--- config.mk ---
export PLATFORM = sky130hd
export DESIGN_NAME = nn_dense_layer
export DESIGN_NICKNAME = d
export VERILOG_FILES = /design/src/rtl/nn_layer_pkg.sv /design/src/rtl/nn_mac_lane.sv /design/src/rtl/nn_dense_layer.sv
export SDC_FILE = /design/constraint.sdc
export NUM_CORES = 1
export LEC_CHECK = 0
export CORE_MARGIN = 1.5
export CORE_UTILIZATION = 33
export CTS_CLUSTER_DIAMETER = 40
export DETAILED_ROUTE_END_ITERATION = 10
export PLACE_DENSITY = 0.8
export SETUP_SLACK_MARGIN = 0.2
export SLEW_MARGIN = 5
export SYNTH_ARGS = -nofsm -noshare
export SYNTH_HDL_FRONTEND = slang
export SYNTH_SLANG_ARGS = --single-unit
export TNS_END_PERCENT = 30
--- constraint.sdc ---
create_clock -name clk -period 1.7 [get_ports clk]
set_input_delay 0.17 -clock clk [delete_from_list [all_inputs] [get_ports clk]]
set_output_delay 0.17 -clock clk [all_outputs]
set_load 0.02 [all_outputs]
--- src/rtl/nn_layer_pkg.sv ---
// Shared types and arithmetic helpers for the dense neural-network layer.
// Build option: define NN_LAYER_SAT_EN to make the DATA_W reduction saturate
// instead of wrapping.
package nn_layer_pkg;

  // Activation applied to each neuron after the bias add.
  typedef enum logic [0:0] {
    ACT_IDENT = 1'b0,
    ACT_RELU  = 1'b1
  } act_e;

  // Layer control states.
  typedef enum logic [2:0] {
    ST_IDLE,
    ST_ACCUM,
    ST_BIAS,
    ST_ACT,
    ST_DONE
  } state_e;

`ifdef NN_LAYER_SAT_EN
  localparam bit SAT_EN = 1'b1;
`else
  localparam bit SAT_EN = 1'b0;
`endif

  // Working width for the reduction helper; every layer intermediate fits in it.
  localparam int CALC_W = 64;

  // Reduce a signed value to out_w bits: clamp when sat is set, otherwise keep
  // the low out_w bits as a two's-complement value. Result is sign-extended.
  function automatic logic signed [CALC_W-1:0] sat_trunc(
    input logic signed [CALC_W-1:0] val,
    input int                       out_w,
    input bit                       sat
  );
    logic signed [CALC_W-1:0] hi;
    logic signed [CALC_W-1:0] lo;
    logic signed [CALC_W-1:0] res;
    hi = (64'sd1 <<< (out_w - 1)) - 64'sd1;
    lo = -hi - 64'sd1;
    if (sat) begin
      if (val > hi)      res = hi;
      else if (val < lo) res = lo;
      else               res = val;
    end else begin
      res = (val <<< (CALC_W - out_w)) >>> (CALC_W - out_w);
    end
    return res;
  endfunction

endpackage

--- src/rtl/nn_mac_lane.sv ---
// One neuron of the dense layer: multiply-accumulate over the input vector,
// bias add with DATA_W reduction, then the activation stage.
// Reduction mode follows NN_LAYER_SAT_EN (see nn_layer_pkg).
module nn_mac_lane
  import nn_layer_pkg::*;
#(
  parameter int   DATA_W   = 8,
  parameter int   FRAC_W   = 4,
  parameter int   N_IN     = 2,
  parameter act_e ACT_MODE = ACT_IDENT
) (
  input  logic                     clk,
  input  logic                     rst,
  input  logic                     clr_acc_i,  // first element accepted
  input  logic                     acc_en_i,   // later element accepted
  input  logic                     bias_en_i,  // BIAS state
  input  logic                     act_en_i,   // ACT state
  input  logic signed [DATA_W-1:0] x_i,
  input  logic signed [DATA_W-1:0] w_i,
  input  logic signed [DATA_W-1:0] b_i,
  output logic signed [DATA_W-1:0] y_o
);

  localparam int PROD_W = 2 * DATA_W;
  localparam int ACC_W  = PROD_W + $clog2(N_IN);
  localparam int Z_W    = ACC_W + 1;

  logic signed [PROD_W-1:0] prod;
  logic signed [ACC_W-1:0]  acc_q, acc_d;
  logic signed [Z_W-1:0]    z_full;
  logic signed [DATA_W-1:0] z_q, z_d;
  logic signed [DATA_W-1:0] y_q, y_d;

  // Next-state for accumulator, reduced pre-activation value and output.
  always_comb begin
    // NOTE: every variable gets a default first so no path leaves it unassigned,
    // which would otherwise infer a latch.
    acc_d = acc_q;
    z_d   = z_q;
    y_d   = y_q;

    prod   = PROD_W'(x_i) * PROD_W'(w_i);
    z_full = Z_W'(acc_q >>> FRAC_W) + Z_W'(b_i);

    if (clr_acc_i)     acc_d = ACC_W'(prod);
    else if (acc_en_i) acc_d = acc_q + ACC_W'(prod);

    if (bias_en_i) z_d = DATA_W'(sat_trunc(CALC_W'(z_full), DATA_W, SAT_EN));

    if (act_en_i) begin
      if (ACT_MODE == ACT_RELU && z_q[DATA_W-1]) y_d = '0;
      else                                       y_d = z_q;
    end
  end

  // Lane state registers.
  always_ff @(posedge clk or posedge rst) begin
    // NOTE: accumulators are plain registers, so they take the async reset; the
    // weight/bias ROM is constant and needs none.
    if (rst) begin
      acc_q <= '0;
      z_q   <= '0;
      y_q   <= '0;
    end else begin
      // NOTE: non-blocking assignments so every register samples pre-edge values.
      acc_q <= acc_d;
      z_q   <= z_d;
      y_q   <= y_d;
    end
  end

  assign y_o = y_q;

endmodule

--- src/rtl/nn_dense_layer.sv ---
// Fully-connected layer: streams N_IN signed elements in, runs N_OUT parallel
// MAC lanes against a constant weight ROM, adds biases, applies the activation
// and hands the packed result vector downstream over valid/ready.
// Weight/bias ROM contents are packed parameters in neuron-major order
// (word j*N_IN+i = w[j][i], at bits [(j*N_IN+i)*DATA_W +: DATA_W]).
// Build option: NN_LAYER_SAT_EN selects saturating reduction (default wraps).
module nn_dense_layer
  import nn_layer_pkg::*;
#(
  parameter int DATA_W = 8,
  parameter int FRAC_W = 4,
  parameter int N_IN   = 2,
  parameter int N_OUT  = 2,
  parameter int ACT    = 0,
  parameter logic [N_OUT*N_IN*DATA_W-1:0] W_INIT = '0,
  parameter logic [N_OUT*DATA_W-1:0]      B_INIT = '0
) (
  input  logic                     clk,
  input  logic                     rst,
  input  logic                     in_vld,
  input  logic signed [DATA_W-1:0] in_data,
  output logic                     in_rdy,
  output logic                     out_vld,
  output logic [N_OUT*DATA_W-1:0]  out_data,
  input  logic                     out_rdy,
  output logic                     busy
);

  localparam int               CNT_W = (N_IN > 1) ? $clog2(N_IN) : 1;
  localparam logic [CNT_W-1:0] LAST  = CNT_W'(N_IN - 1);

  state_e           state_q;
  logic [CNT_W-1:0] in_cnt_q;
  logic             out_vld_q;
  logic             busy_q;
  logic             accept;

  assign in_rdy  = ((state_q == ST_IDLE) || (state_q == ST_ACCUM)) && !rst;
  assign accept  = in_vld && in_rdy;
  assign out_vld = out_vld_q;
  assign busy    = busy_q;

  // Vector sequencing: element count, state and registered handshake outputs.
  always_ff @(posedge clk or posedge rst) begin
    if (rst) begin
      state_q   <= ST_IDLE;
      in_cnt_q  <= '0;
      out_vld_q <= 1'b0;
      busy_q    <= 1'b0;
    end else begin
      unique case (state_q)
        ST_IDLE: begin
          if (accept) begin
            busy_q <= 1'b1;
            if (N_IN == 1) begin
              state_q <= ST_BIAS;
            end else begin
              state_q  <= ST_ACCUM;
              in_cnt_q <= CNT_W'(1);
            end
          end
        end
        ST_ACCUM: begin
          if (accept) begin
            if (in_cnt_q == LAST) begin
              in_cnt_q <= '0;
              state_q  <= ST_BIAS;
            end else begin
              in_cnt_q <= in_cnt_q + CNT_W'(1);
            end
          end
        end
        ST_BIAS: state_q <= ST_ACT;
        ST_ACT: begin
          state_q   <= ST_DONE;
          out_vld_q <= 1'b1;
        end
        ST_DONE: begin
          // The element handshake is blocked here (in_rdy=0), so a concurrent
          // in_vld is only taken once back in IDLE.
          if (out_rdy) begin
            state_q   <= ST_IDLE;
            out_vld_q <= 1'b0;
            busy_q    <= 1'b0;
          end
        end
        default: state_q <= ST_IDLE;
      endcase
    end
  end

  for (genvar j = 0; j < N_OUT; j++) begin : g_lane
    logic signed [DATA_W-1:0] w_sel;
    logic signed [DATA_W-1:0] b_sel;

    assign w_sel = W_INIT[(j * N_IN + int'(in_cnt_q)) * DATA_W +: DATA_W];
    assign b_sel = B_INIT[j * DATA_W +: DATA_W];

    nn_mac_lane #(
      .DATA_W   (DATA_W),
      .FRAC_W   (FRAC_W),
      .N_IN     (N_IN),
      .ACT_MODE (act_e'(ACT))
    ) u_lane (
      .clk       (clk),
      .rst       (rst),
      .clr_acc_i (accept && (state_q == ST_IDLE)),
      .acc_en_i  (accept && (state_q == ST_ACCUM)),
      .bias_en_i (state_q == ST_BIAS),
      .act_en_i  (state_q == ST_ACT),
      .x_i       (in_data),
      .w_i       (w_sel),
      .b_i       (b_sel),
      .y_o       (out_data[j*DATA_W +: DATA_W])
    );
  end

endmodule

==> results of run 1 <==
[worst min-delay path by stage]
stage	from	end
4_1_cts	rst	out_vld
5_1_grt	rst	state_q[2]
3_5_place_dp	rst	in_cnt_q
6_report	rst	state_q[2]
3_3_place_gp	rst	in_cnt_q
2_1_floorplan	rst	busy
[cell families (layout without fill, tap and decap cells)]
logic type             Yosys count  in the layout  synth area share (%)
buffers and inverters           19             12                  30.7
AND/OR/NAND/NOR                 14             14                  22.4
flip-flops                       6              6                  33.2
AO/OA/AOI/OAI                    4              4                  7.76
multiplexers                     2              2                  4.99
other                            1             16                 0.830
[area by class of cell]
type / instances / area, µm² / area share, %
well taps: 15 / 18.8 / 3.88
repair buffers: 7 / 66.3 / 13.7
clock buffers: 3 / 22.5 / 4.65
inverters: 2 / 7.51 / 1.55
multi-input cells: 36 / 219 / 45.2
flip-flops and latches: 6 / 150 / 31.0
[synthesized netlist by cell type, types with 2 or more instances]
cell type / n
buf_4: 16
dfrtp_1: 6
inv_1: 2
nor3_1: 3
nor2b_1: 2
[registers in the layout, indices dropped and copies added, names as in the netlist]
name and count:
in_cnt_q 1, busy 1, state_q 3, out_vld 1
[per-stage QoR]
stage                     cell area (µm²)  cells  power (mW)  util, %  hold slack, ns
after detailed placement              463     66       0.594     36.0           0.522
after global routing                  484     69       0.767     37.7           0.331
final                                 484     69       0.713     37.7           0.274
after global placement                463     66       0.585     36.0           0.515
after CTS                             484     69       0.721     37.7           0.268
after floorplan                       508     61       0.529        -         -0.0390
[power breakdown]
| group | internal (mW) | switching (mW) | total [mW] |
|---|---|---|---|
| Combinational | 0.149 | 0.144 | 0.293 |
| Sequential | 0.206 | 0.0835 | 0.290 |
| Clock | 0.0798 | 0.0496 | 0.129 |
[per-layer routing]
layer | part of all wire, % | up-vias | global-route usage, %
li1 | - | 145 | -
met1 | 46 | 135 | 11.1
met2 | 49 | 12 | 16.5
met3 | 4.8 | 0 | 3.33
met4 | 0 | 0 | 10.3
met5 | 0 | - | 0
[repair_timing]
item                       CTS  global route
setup endpoints to repair    1             0
hold endpoints to repair     0             0
gates resized for setup      1             0
==> impl_metrics.env, run 1 <==
export IMPL_r2r_end="in_cnt_q"
export IMPL_synth_distinct_cells=22
export IMPL_first_pass_iters=4
export IMPL_yosysWarnings=0
export IMPL_outcome="finished clean"
export IMPL_netlist_area_um2=452
export IMPL_ys_seq_area_share_pct=33.2
export IMPL_clock_path_buffers=2
export IMPL_crit_cells=1
export IMPL_maxSlewViolCount=0
export IMPL_wl_um=628
export IMPL_grt_first_pass_wirelength_mm=1.06
export IMPL_dr_total_vias=292
export IMPL_final_common_cell="conb_1"
export IMPL_hold_violations=0
export IMPL_io_buffers=6
export IMPL_worstPathCellList="clkdlybuf4s50_1"
export IMPL_hpwlAfterDp_um=495
export IMPL_drive_gt1_share_pct=18.5
export IMPL_ant_nets=0
export IMPL_cts_tree="built"
export IMPL_startpoint="out_vld"
export IMPL_drt_iter0_drc=6
export IMPL_netlist_instances=46
export IMPL_r2r_slack_ns=0.36
export IMPL_numCtsBuffers=3
export IMPL_final_fill_count=143
export IMPL_num_io_pins=31
export IMPL_chipHeight_um=40.0
export IMPL_die_x_um=40.0
export IMPL_hold_class="input pin to asynchronous set/reset pin"
export IMPL_worstSetupEndpointType="primary output"
export IMPL_final_nets=68
export IMPL_yosysTopAreaCellShare_pct=33.2
export IMPL_cts_max_level=1
export IMPL_leakage_nw=0.233
export IMPL_crit_path_start_kind="flop"
export IMPL_rr_worst_depth=2
export IMPL_worst_slack_ns=0.315
export IMPL_critPathMaxFanout=3
export IMPL_coreArea_um2=1280
export IMPL_path_class="flop to primary output"
export IMPL_dpl_worst_slack_ns=0.0819
export IMPL_cts_sinks=6
export IMPL_antenna_found_initial=0
export IMPL_max_vdd_ir_drop_mv=0.704
export IMPL_post_cts_buffers=0
export IMPL_setup_viol=0
export IMPL_grt_max_degree=11
export IMPL_synth_largest_area_cell="dfrtp_1"
export IMPL_endpoint="out_vld"
export IMPL_finalCritPeriodShare_pct=81.4
export IMPL_fin_worst_skew_ns=0.000414
export IMPL_critPathBufInv=1
export IMPL_slowest_delay_ns=0.61
export IMPL_max_cap_violations=0
export IMPL_core_rowCount=13
export IMPL_synth_edff_count=0
export IMPL_syn_avg_cell_area_um2=9.82
export IMPL_wl_per_cell_um=9.10
export IMPL_viasPerCell=4.23
export IMPL_worstPathArrival_ns=1.21
export IMPL_worst_ep_required_time_ns=1.53
export IMPL_final_setup_tns_ns=0
export IMPL_r2r_start="state_q[1]"
export IMPL_grt_pass1_vias=257
export IMPL_crit_path_top_delay_cell="clkdlybuf4s50_1"
export IMPL_finalCriticalPeriod_ns=1.38
export IMPL_synth_main_ff_cell="dfrtp_1"
export IMPL_area_growth_pct=7.20
export IMPL_synth_seq_cells=6
export IMPL_insertion_delay_ns=0.24
export IMPL_rsz0062_at_grt="false"
export IMPL_synth_area_leaders="dfrtp_1 (33%), buf_4 (27%), nor3_1 (3.3%)"
export IMPL_overflow=0
export IMPL_cts_hold_buf=0
export IMPL_layout_common_cells="conb_1 (16), dfrtp_1 (6), clkdlybuf4s50_1 (5)"
export IMPL_diodes=0
export IMPL_synthArstFlopShare_pct=100
export IMPL_max_freq_mhz=722
export IMPL_cts_root_buf="clkbuf_4"
export IMPL_pwr_density_cell_nw_per_um2=1470
export IMPL_cp_top_family="buffers and inverters"
export IMPL_gp_congestion=0.662
export IMPL_start_util_pct=35.2
export IMPL_grtUsageTotal_pct=10.6
export IMPL_route_detailed_drc=0
export IMPL_die_area_um2=1600
export IMPL_clk_pin_slew_ns=0.05
(Power assumes the default switching activity.)
==> inputs of run 2 (changes only) <==
--- a/config.mk
+++ b/config.mk
@@ -6,10 +6,10 @@
 export NUM_CORES = 1
 export LEC_CHECK = 0
 export CORE_MARGIN = 1.5
-export CORE_UTILIZATION = 33
+export CORE_UTILIZATION = 30
 export CTS_CLUSTER_DIAMETER = 40
 export DETAILED_ROUTE_END_ITERATION = 10
-export PLACE_DENSITY = 0.8
+export PLACE_DENSITY = 0.77
 export SETUP_SLACK_MARGIN = 0.2
 export SLEW_MARGIN = 5
 export SYNTH_ARGS = -nofsm -noshare
==> constraint.sdc (replaced) <==
create_clock -name clk -period 1.1 [get_ports clk]
set_input_delay 0.11 -clock clk [delete_from_list [all_inputs] [get_ports clk]]
set_output_delay 0.11 -clock clk [all_outputs]
set_load 0.02 [all_outputs]
==> run 2 against run 1 <==
Against the previous run:
- the flow now finishes with violations (hold timing, setup timing)
- final cell count up 16%
- global-route usage down 0.27 points
- largest power group unchanged
- first-iteration DRC count down 50%
- critical path depth up 2
- clock power up 50%
- non-clock buffer count up 11
- sequential power up 48%
==> impl_metrics.env, run 2 (synthesis gave the netlist of run 1 again) <==
export IMPL_maxSlewViolCount=0
export IMPL_wl_per_cell_um=9.96
export IMPL_max_cap_violations=0
export IMPL_pwr_share_clk_pct=12.7
export IMPL_final_fill_count=138
export IMPL_io_buffers=6
export IMPL_grt_pass1_vias=327
export IMPL_max_vdd_ir_drop_mv=1.25
export IMPL_chipHeight_um=41.8
export IMPL_finalCriticalPeriod_ns=1.26
export IMPL_cts_tree="built"
export IMPL_largest_reg_flops=3
export IMPL_start_util_pct=33.5
export IMPL_internal_power_uw=973
export IMPL_outcome="complete, but fails checks"
export IMPL_final_common_cell="conb_1"
export IMPL_crit_path_top_delay_cell="dfrtp_2"
export IMPL_pwr_density_cell_nw_per_um2=2430
export IMPL_grtUsageTotal_pct=10.4
export IMPL_die_area_um2=1750
export IMPL_cp_top_family="flip-flops"
export IMPL_hold_violations=6
export IMPL_p_comb_share_pct=59.3
export IMPL_cts_root_buf="clkbuf_4"
export IMPL_hold_ws_ns=-0.0422
export IMPL_seqPwrFrac_pct=28.0
export IMPL_swShare_pct=36.3
export IMPL_rsz0062_at_grt="true"
export IMPL_hold_class="input pin to asynchronous set/reset pin"
export IMPL_drive_gt1_share_pct=43.1
export IMPL_top_register="state_q"
export IMPL_critPathMaxFanout=5
export IMPL_overflow=0
export IMPL_cts_hold_buf=0
export IMPL_ant_nets=0
export IMPL_grt_max_degree=7
export IMPL_clock_path_buffers=2
export IMPL_crit_cells=3
export IMPL_critPathBufInv=1
export IMPL_final_setup_tns_ns=-0.419
export IMPL_drt_iter0_drc=3
export IMPL_setup_viol=4
export IMPL_numCtsBuffers=3
export IMPL_violations="hold timing, setup timing"
export IMPL_first_pass_iters=3
export IMPL_wl_um=797
export IMPL_antenna_found_initial=0
export IMPL_num_io_pins=31
export IMPL_worstPathCellList="buf_6 -> nor4b_4 -> mux2_4"
export IMPL_diodes=0
export IMPL_route_detailed_drc=0
export IMPL_max_freq_mhz=793
export IMPL_worst_ep_required_time_ns=1.22
export IMPL_cts_max_level=1
export IMPL_viasPerCell=4.15
export IMPL_dpl_worst_slack_ns=-0.420
export IMPL_cts_sinks=6
export IMPL_worstSetupEndpointType="flop"
export IMPL_crit_path_start_kind="flop"
export IMPL_hpwlAfterDp_um=587
export IMPL_worstPathArrival_ns=1.38
export IMPL_rr_worst_depth=3
export IMPL_switchingPower_uw=555
export IMPL_fin_worst_skew_ns=0.00348
export IMPL_dr_total_vias=332
export IMPL_layout_common_cells="conb_1 (16), buf_4 (7), buf_6 (6)"
export IMPL_clk_pin_slew_ns=0.05
export IMPL_worst_slack_ns=-0.161
export IMPL_insertion_delay_ns=0.24
export IMPL_grt_first_pass_wirelength_mm=1.39
export IMPL_path_class="flop to flop"
export IMPL_area_growth_pct=39.3
export IMPL_slowest_delay_ns=0.44
export IMPL_leakage_nw=0.319
export IMPL_final_nets=79
export IMPL_gp_congestion=0.755
export IMPL_finalCritPeriodShare_pct=115
export IMPL_die_x_um=41.8
export IMPL_core_rowCount=13
export IMPL_coreArea_um2=1350
-- run 2: cell count changes in the layout (fill, tap and decap cells not counted), sizes merged --
cell | previous run | this run
buf | 1 | 15
clkdlybuf4s50 | 5 | 2
dlygate4sd2 | 1 | 0
dlymetal6s2s | 0 | 1
-- run 2: per-layer routing --
metal	GRT usage, %	wire length, µm	vias to the layer above
met2	19.7	415	15
li1	-	-	165
met4	1.94	0	0
met5	0	0	-
met3	2.61	42	0
met1	11.5	339	152
-- run 2: tightest hold or removal path, delay by kind of cell --
kind | cells | cell delay [ns]
buffers and inverters | 3 | 0.46
-- run 2: worst paths after layout --
kind | slack [ns] | endpoint | start
setup / recovery | -0.16 | in_cnt_q | state_q[1]
hold / removal | -0.04 | in_cnt_q | rst
hold reg to reg | 0.61 | out_vld | out_vld
setup reg to reg | -0.16 | in_cnt_q | state_q[1]
max in group asynchronous | 0.93 | state_q[1] | rst
min in group clk | 0.34 | busy | rst
-- run 2: repair_timing --
action / CTS / global route
gates resized for setup: 24 / 5
buffers inserted: 1 / 0
pin swaps: 2 / 2
endpoints found under the setup margin: 9 / 8
-- run 2: layout make-up --
| class | count | area [µm²] | area share (%) |
|---|---|---|---|
| Multi-Input combinational cell | 36 | 267 | 42.3 |
| Timing Repair Buffer | 18 | 163 | 25.8 |
| Sequential cell | 6 | 151 | 24.1 |
| Clock buffer | 3 | 22.5 | 3.58 |
| Tap cell | 15 | 18.8 | 2.98 |
| Inverter | 2 | 7.51 | 1.19 |
-- run 2: power by group through the flow --
stage	clock network [mW]	registers [mW]	logic [mW]
finish	0.194	0.428	0.907
global route	0.218	0.445	0.983
CTS	0.203	0.414	0.878
detailed placement	0	0.406	0.727
global placement	0	0.401	0.716
floorplan	0	0.444	0.383
-- run 2: per-stage QoR --
step | area [µm²] | hold slack (ns) | utilization (%) | cells | power, mW
6_report | 629 | -0.0422 | 46.6 | 80 | 1.53
3_3_place_gp | 544 | 0.512 | 40.3 | 76 | 1.12
2_1_floorplan | 514 | -0.0990 | - | 61 | 0.827
5_1_grt | 629 | -0.000215 | 46.6 | 80 | 1.65
3_5_place_dp | 544 | 0.523 | 40.3 | 76 | 1.13
4_1_cts | 612 | 0.275 | 45.3 | 80 | 1.49
==> RTL change 1 (config.mk and constraints of run 2) <==
The package constant `SAT_EN` goes from 1'b0 to 1'b1.
--- a/src/rtl/nn_layer_pkg.sv
+++ b/src/rtl/nn_layer_pkg.sv
@@ -21,7 +21,7 @@
 `ifdef NN_LAYER_SAT_EN
   localparam bit SAT_EN = 1'b1;
 `else
-  localparam bit SAT_EN = 1'b0;
+  localparam bit SAT_EN = 1'b1;
 `endif
 
   // Working width for the reduction helper; every layer intermediate fits in it.
Behaviour: same outputs for any inputs over 10 cycles, from zero or initial values and one cycle with rst high; that may be too few to reach the edited logic, so the function may still have changed.
==> RTL change 1 against run 2 <==
The run ends with setup timing left. Critical endpoint is now busy. Largest power group unchanged. Via count grew 0.60%. Worst setup slack lost 0.0033 ns. Core utilization shrank 2.7 points. Wire length grew 7.8%. Sequential cell count is the same. Final area shrank 5.8%. Total power shrank 1.1%. Global-route usage shrank 0.88 points. Die area shrank 0.76%. Hold slack gained 0.060 ns. Synthesized area shrank 0.83%.
==> RTL change 1: results (changes against run 2) <==
Status
  – Outcome: finished with violations
  – Violated checks: setup timing

STA
  – Final worst setup slack: -0.1642 ns (-0.003320 ns)
  – Hold Slack: 0.01796 ns (+0.06019 ns)
  – Setup TNS: -0.4369 ns (-0.01758 ns)
  – Setup Viol. Count Final: 6 (+2)
  – Clock skew: 0.0002461 ns (-0.003237 ns)

Worst setup path
  – Arr. time, crit path: 1.41 ns (+0.03 ns)
  – Cell family with most CP delay: simple AND/OR/NAND/NOR gates
  – Reg2reg start: state_q[0]
  – Critical Path Source: state_q[0]
  – Crit-path max FO: 3 (-2)
  – CP max stage delay: 0.54 ns (+0.10 ns)
  – FF-to-FF End: busy
  – Worst path slowest cell: or4b_4
  – Worst reg2reg path depth: 2 (-1)

Yosys
  – Mux cell area share after synthesis: 0.05028 (+0.0004178)
  – Top cells by area, synth: dfrtp_1, buf_4, a221oi_2, or4b_4, and4b_2
  – Synth Area in XOR/XNOR: 0 (unchanged)
  – Register area share after synthesis: 0.3352 (+0.002786)
  – Post-Syn Instances: 46 (unchanged)
  – Post-synth ARST share: 1.000 (unchanged)
  – Count of unique library cells instantiated by Yosys: 22 (unchanged)
  – Top post-synthesis cells by count: buf_4, dfrtp_1, inv_1
  – Compound-Gate Fraction of Synth Area: 0.1061 (+0.02858)
  – Synth Area in Adders: 0 (unchanged)

Detailed routing
  – WL met3: 42 um (unchanged)
  – Antenna-violating nets left: 0 (unchanged)
  – DR WL met2: 478 um (+15%)
  – First-pass DRT Iterations: 4 (+1)
  – Initial DRC count: 8 (+5)
  – Top routing layer in use: met3
  – DR vias: 334 (+0.60%)
  – WL met1: 337 um (-0.59%)
  – Final wirelength: 859 um (+7.8%)

Cells and area
  – Largest Register: state_q
  – Nets: 77 (-2.5%)
  – Max FFs per register: 3 (unchanged)
  – Layout cell share with drive strength beyond 1: 0.4127 (-0.01807)
  – Non-filler cells in the finished layout: 78 (-2.5%)

Placed design
  – Placer Congestion: 0.7134 (-5.4%)
  – Dpl ws: -0.4649 ns (-0.04509 ns)
  – Hpwl dp: 635 um (+8.2%)
  – Port bufs: 6 (unchanged)
  – DP Area: 518.0 um^2 (-4.8%)
  – Placed insts: 73 (-3.9%)

Clocking
  – Worst skew pair latency: 0.24 ns (about the same)
  – Root Driver: clkbuf_4
  – H-tree Lvls: 1 (unchanged)

Worst hold path
  – Worst Hold Class: primary input to async pin

Global route
  – Antenna violations before repair: 0 (unchanged)
  – Vias in the first global route: 304 (-7.0%)
  – Largest net degree at the start of global routing: 7 (unchanged)
  – GR Util met3: 0.02609 (unchanged)
  – Global Route Usage Sum: 0.09485 (-0.008753)
  – GR Layer Usage met1: 0.08871 (-0.02596)
  – Met2 usage: 0.1781 (-0.01875)
  – First-pass GRT wire length: 1200 um (-14%)

Pwr
  – LEAKAGE: 0.3025 nW (-5.2%)
  – Peak supply drop: 0.001502 V (+20%)
[RTL change 1: worst min-delay path, stage by stage]
cell and delay [ns]:
dlymetal6s2s_1 0.17, buf_4 0.16, inv_1 0.19
[RTL change 1: final cells by class]
type / count / area (um^2)
inverters: 3 / 11.26
fillers: 132 / 757.0
flip-flops and latches: 6 / 151.4
multi-input cells: 35 / 246.5
repair buffers: 16 / 142.6
well taps: 15 / 18.77
clock buffers: 3 / 22.52
[RTL change 1: timing repair]
action	CTS	global route
resized for setup	16	11
hold buffers	0	0
endpoints found under the setup margin	9	9
buffers inserted	1	1
pin swaps	0	1
gates cloned	0	0
[RTL change 1: power breakdown]
part / leakage (nW) / internal [mW] / total [mW] / switching [mW]
Clock: 0.0138 / 0.123 / 0.201 / 0.0778
Sequential: 0.0687 / 0.322 / 0.410 / 0.0879
Combinational: 0.220 / 0.491 / 0.900 / 0.409
Total: 0.303 / 0.937 / 1.51 / 0.575
==> RTL change 2 (settings of run 2) <==
Without the edit above. Re-encode `state_e` (5 states) as one-hot, 5 bits wide.
--- a/src/rtl/nn_layer_pkg.sv
+++ b/src/rtl/nn_layer_pkg.sv
@@ -10,12 +10,12 @@
   } act_e;
 
   // Layer control states.
-  typedef enum logic [2:0] {
-    ST_IDLE,
-    ST_ACCUM,
-    ST_BIAS,
-    ST_ACT,
-    ST_DONE
+  typedef enum logic [4:0] {
+    ST_IDLE  = 5'b00001,
+    ST_ACCUM = 5'b00010,
+    ST_BIAS  = 5'b00100,
+    ST_ACT   = 5'b01000,
+    ST_DONE  = 5'b10000
   } state_e;
 
 `ifdef NN_LAYER_SAT_EN
Formal check against the unedited RTL: same outputs for any inputs over 10 cycles, from zero or initial values and one cycle with rst high; not proved beyond that.
==> RTL change 2 against run 2 <==
The run ends with setup timing left. Via count is 43% higher. Die area is 23% higher. Largest cell class unchanged. Register-to-register slack worse by 0.19 ns. Wire length is 49% higher. Global-route usage is 2.2 points higher. Synthesized area is 24% higher. Synthesized cell count is 33% higher. Maximum frequency is 15% lower. First-iteration DRC count is 33% lower. Core utilization hardly changed. Final area is 29% higher. Sequential cell count is 2 higher. Worst setup slack worse by 0.22 ns.
Power is not compared: it rests on default switching activity, and its combinational part moved more than twofold at a synthesized area within 25%.
==> RTL change 2: results (changes against run 2) <==
Cells and area
  – Layout cell share with drive strength beyond 1: 0.4405 (+0.009707)
  – Nets: 97 (+23%)
  – Non-filler cells in the finished layout: 109 (+36%)

STA
  – Setup TNS: -1.661 ns (-1.242 ns)
  – Final hold violations: 0 (-6)
  – Setup Viol. Count Final: 9 (+5)
  – Clock skew: 0.004317 ns (+0.0008341 ns)
  – Final worst setup slack: -0.3778 ns (-0.2169 ns)

Placed design
  – Hpwl dp: 783 um (+33%)
  – Placer Congestion: 0.7672 (+1.7%)
  – Placed insts: 102 (+34%)

Worst setup path
  – Crit-path max FO: 7 (+2)

Status
  – Violated checks: setup timing
  – Outcome: finished with violations

Global route
  – GR Util met3: 0.03529 (+0.009207)
  – GR Layer Usage met1: 0.1435 (+0.02887)
  – Vias in the first global route: 413 (+26%)
  – Met2 usage: 0.1917 (-0.005208)

Detailed routing
  – Final wirelength: 1187 um (+49%)
  – DR vias: 475 (+43%)
  – WL met1: 514 um (+52%)

Yosys
  – Avg Cell Area, Syn: 9.210 um^2 (-6.2%)
  – Top cells by area, synth: dfrtp_1, buf_4, dfstp_2, nor3_1, nor2b_1
  – Top post-synthesis cells by count: buf_4, dfrtp_1, nor3_1
  – Register area share after synthesis: 0.3586 (+0.02616)
  – Count of unique library cells instantiated by Yosys: 25 (+14%)
  – Mux cell area share after synthesis: 0 (-0.04986)
[RTL change 2: changes by cell type after synthesis, moves of 2 or more]
cell	change
nor2_1	+3
nand2_1	+2
nand3b_1	+2
nor3_1	+2
or3_1	+2
or3b_2	+2
[RTL change 2: cell type report]
class / instances / area share
multi-input cells: 49 / 0.4369
repair buffers: 21 / 0.2354
well taps: 25 / 0.03846
flip-flops and latches: 8 / 0.2477
clock buffers: 4 / 0.03231
inverters: 2 / 0.009231
[RTL change 2: where the power goes]
part | switching (mW) | total, mW | internal [mW]
clock | 0.120 | 0.260 | 0.140
combinational | 0.149 | 0.270 | 0.121
sequential | 0.0194 | 0.339 | 0.320
[RTL change 2: final timing paths]
path | start | end | cells past startpoint
max reg2reg | state_q[2] | state_q[0] | 4
max | state_q[0] | in_rdy | 5
min | rst | state_q[3] | 2
max in group asynchronous | rst | state_q[0] | 2
min reg2reg | state_q[1] | state_q[3] | 2
min in group clk | in_vld | state_q[1] | 4
[RTL change 2: timing repair]
action	4_1_cts	5_1_grt
pin swaps	3	3
hold buffers	0	0
buffers inserted	0	3
gates resized for setup	24	13
endpoints found under the setup margin	11	11
[RTL change 2: metrics by stage]
step / total power [mW] / setup slack [ns] / cell area [um^2]
floorplan: 0.5117 / -0.2408 / 623.1
global placement: 0.5399 / -0.5329 / 673.1
detailed placement: 0.5475 / -0.5706 / 673.1
CTS: 0.8264 / -0.3501 / 725.7
global route: 0.9189 / -0.4053 / 813.3
finish: 0.8695 / -0.3778 / 813.3
[RTL change 2: critical path, cell delays in order (launching register included)]
cell and delay (ns):
dfstp_2 0.36, buf_4 0.16, nor2b_1 0.20, nor2_2 0.07
nor3_4 0.18, buf_6 0.14
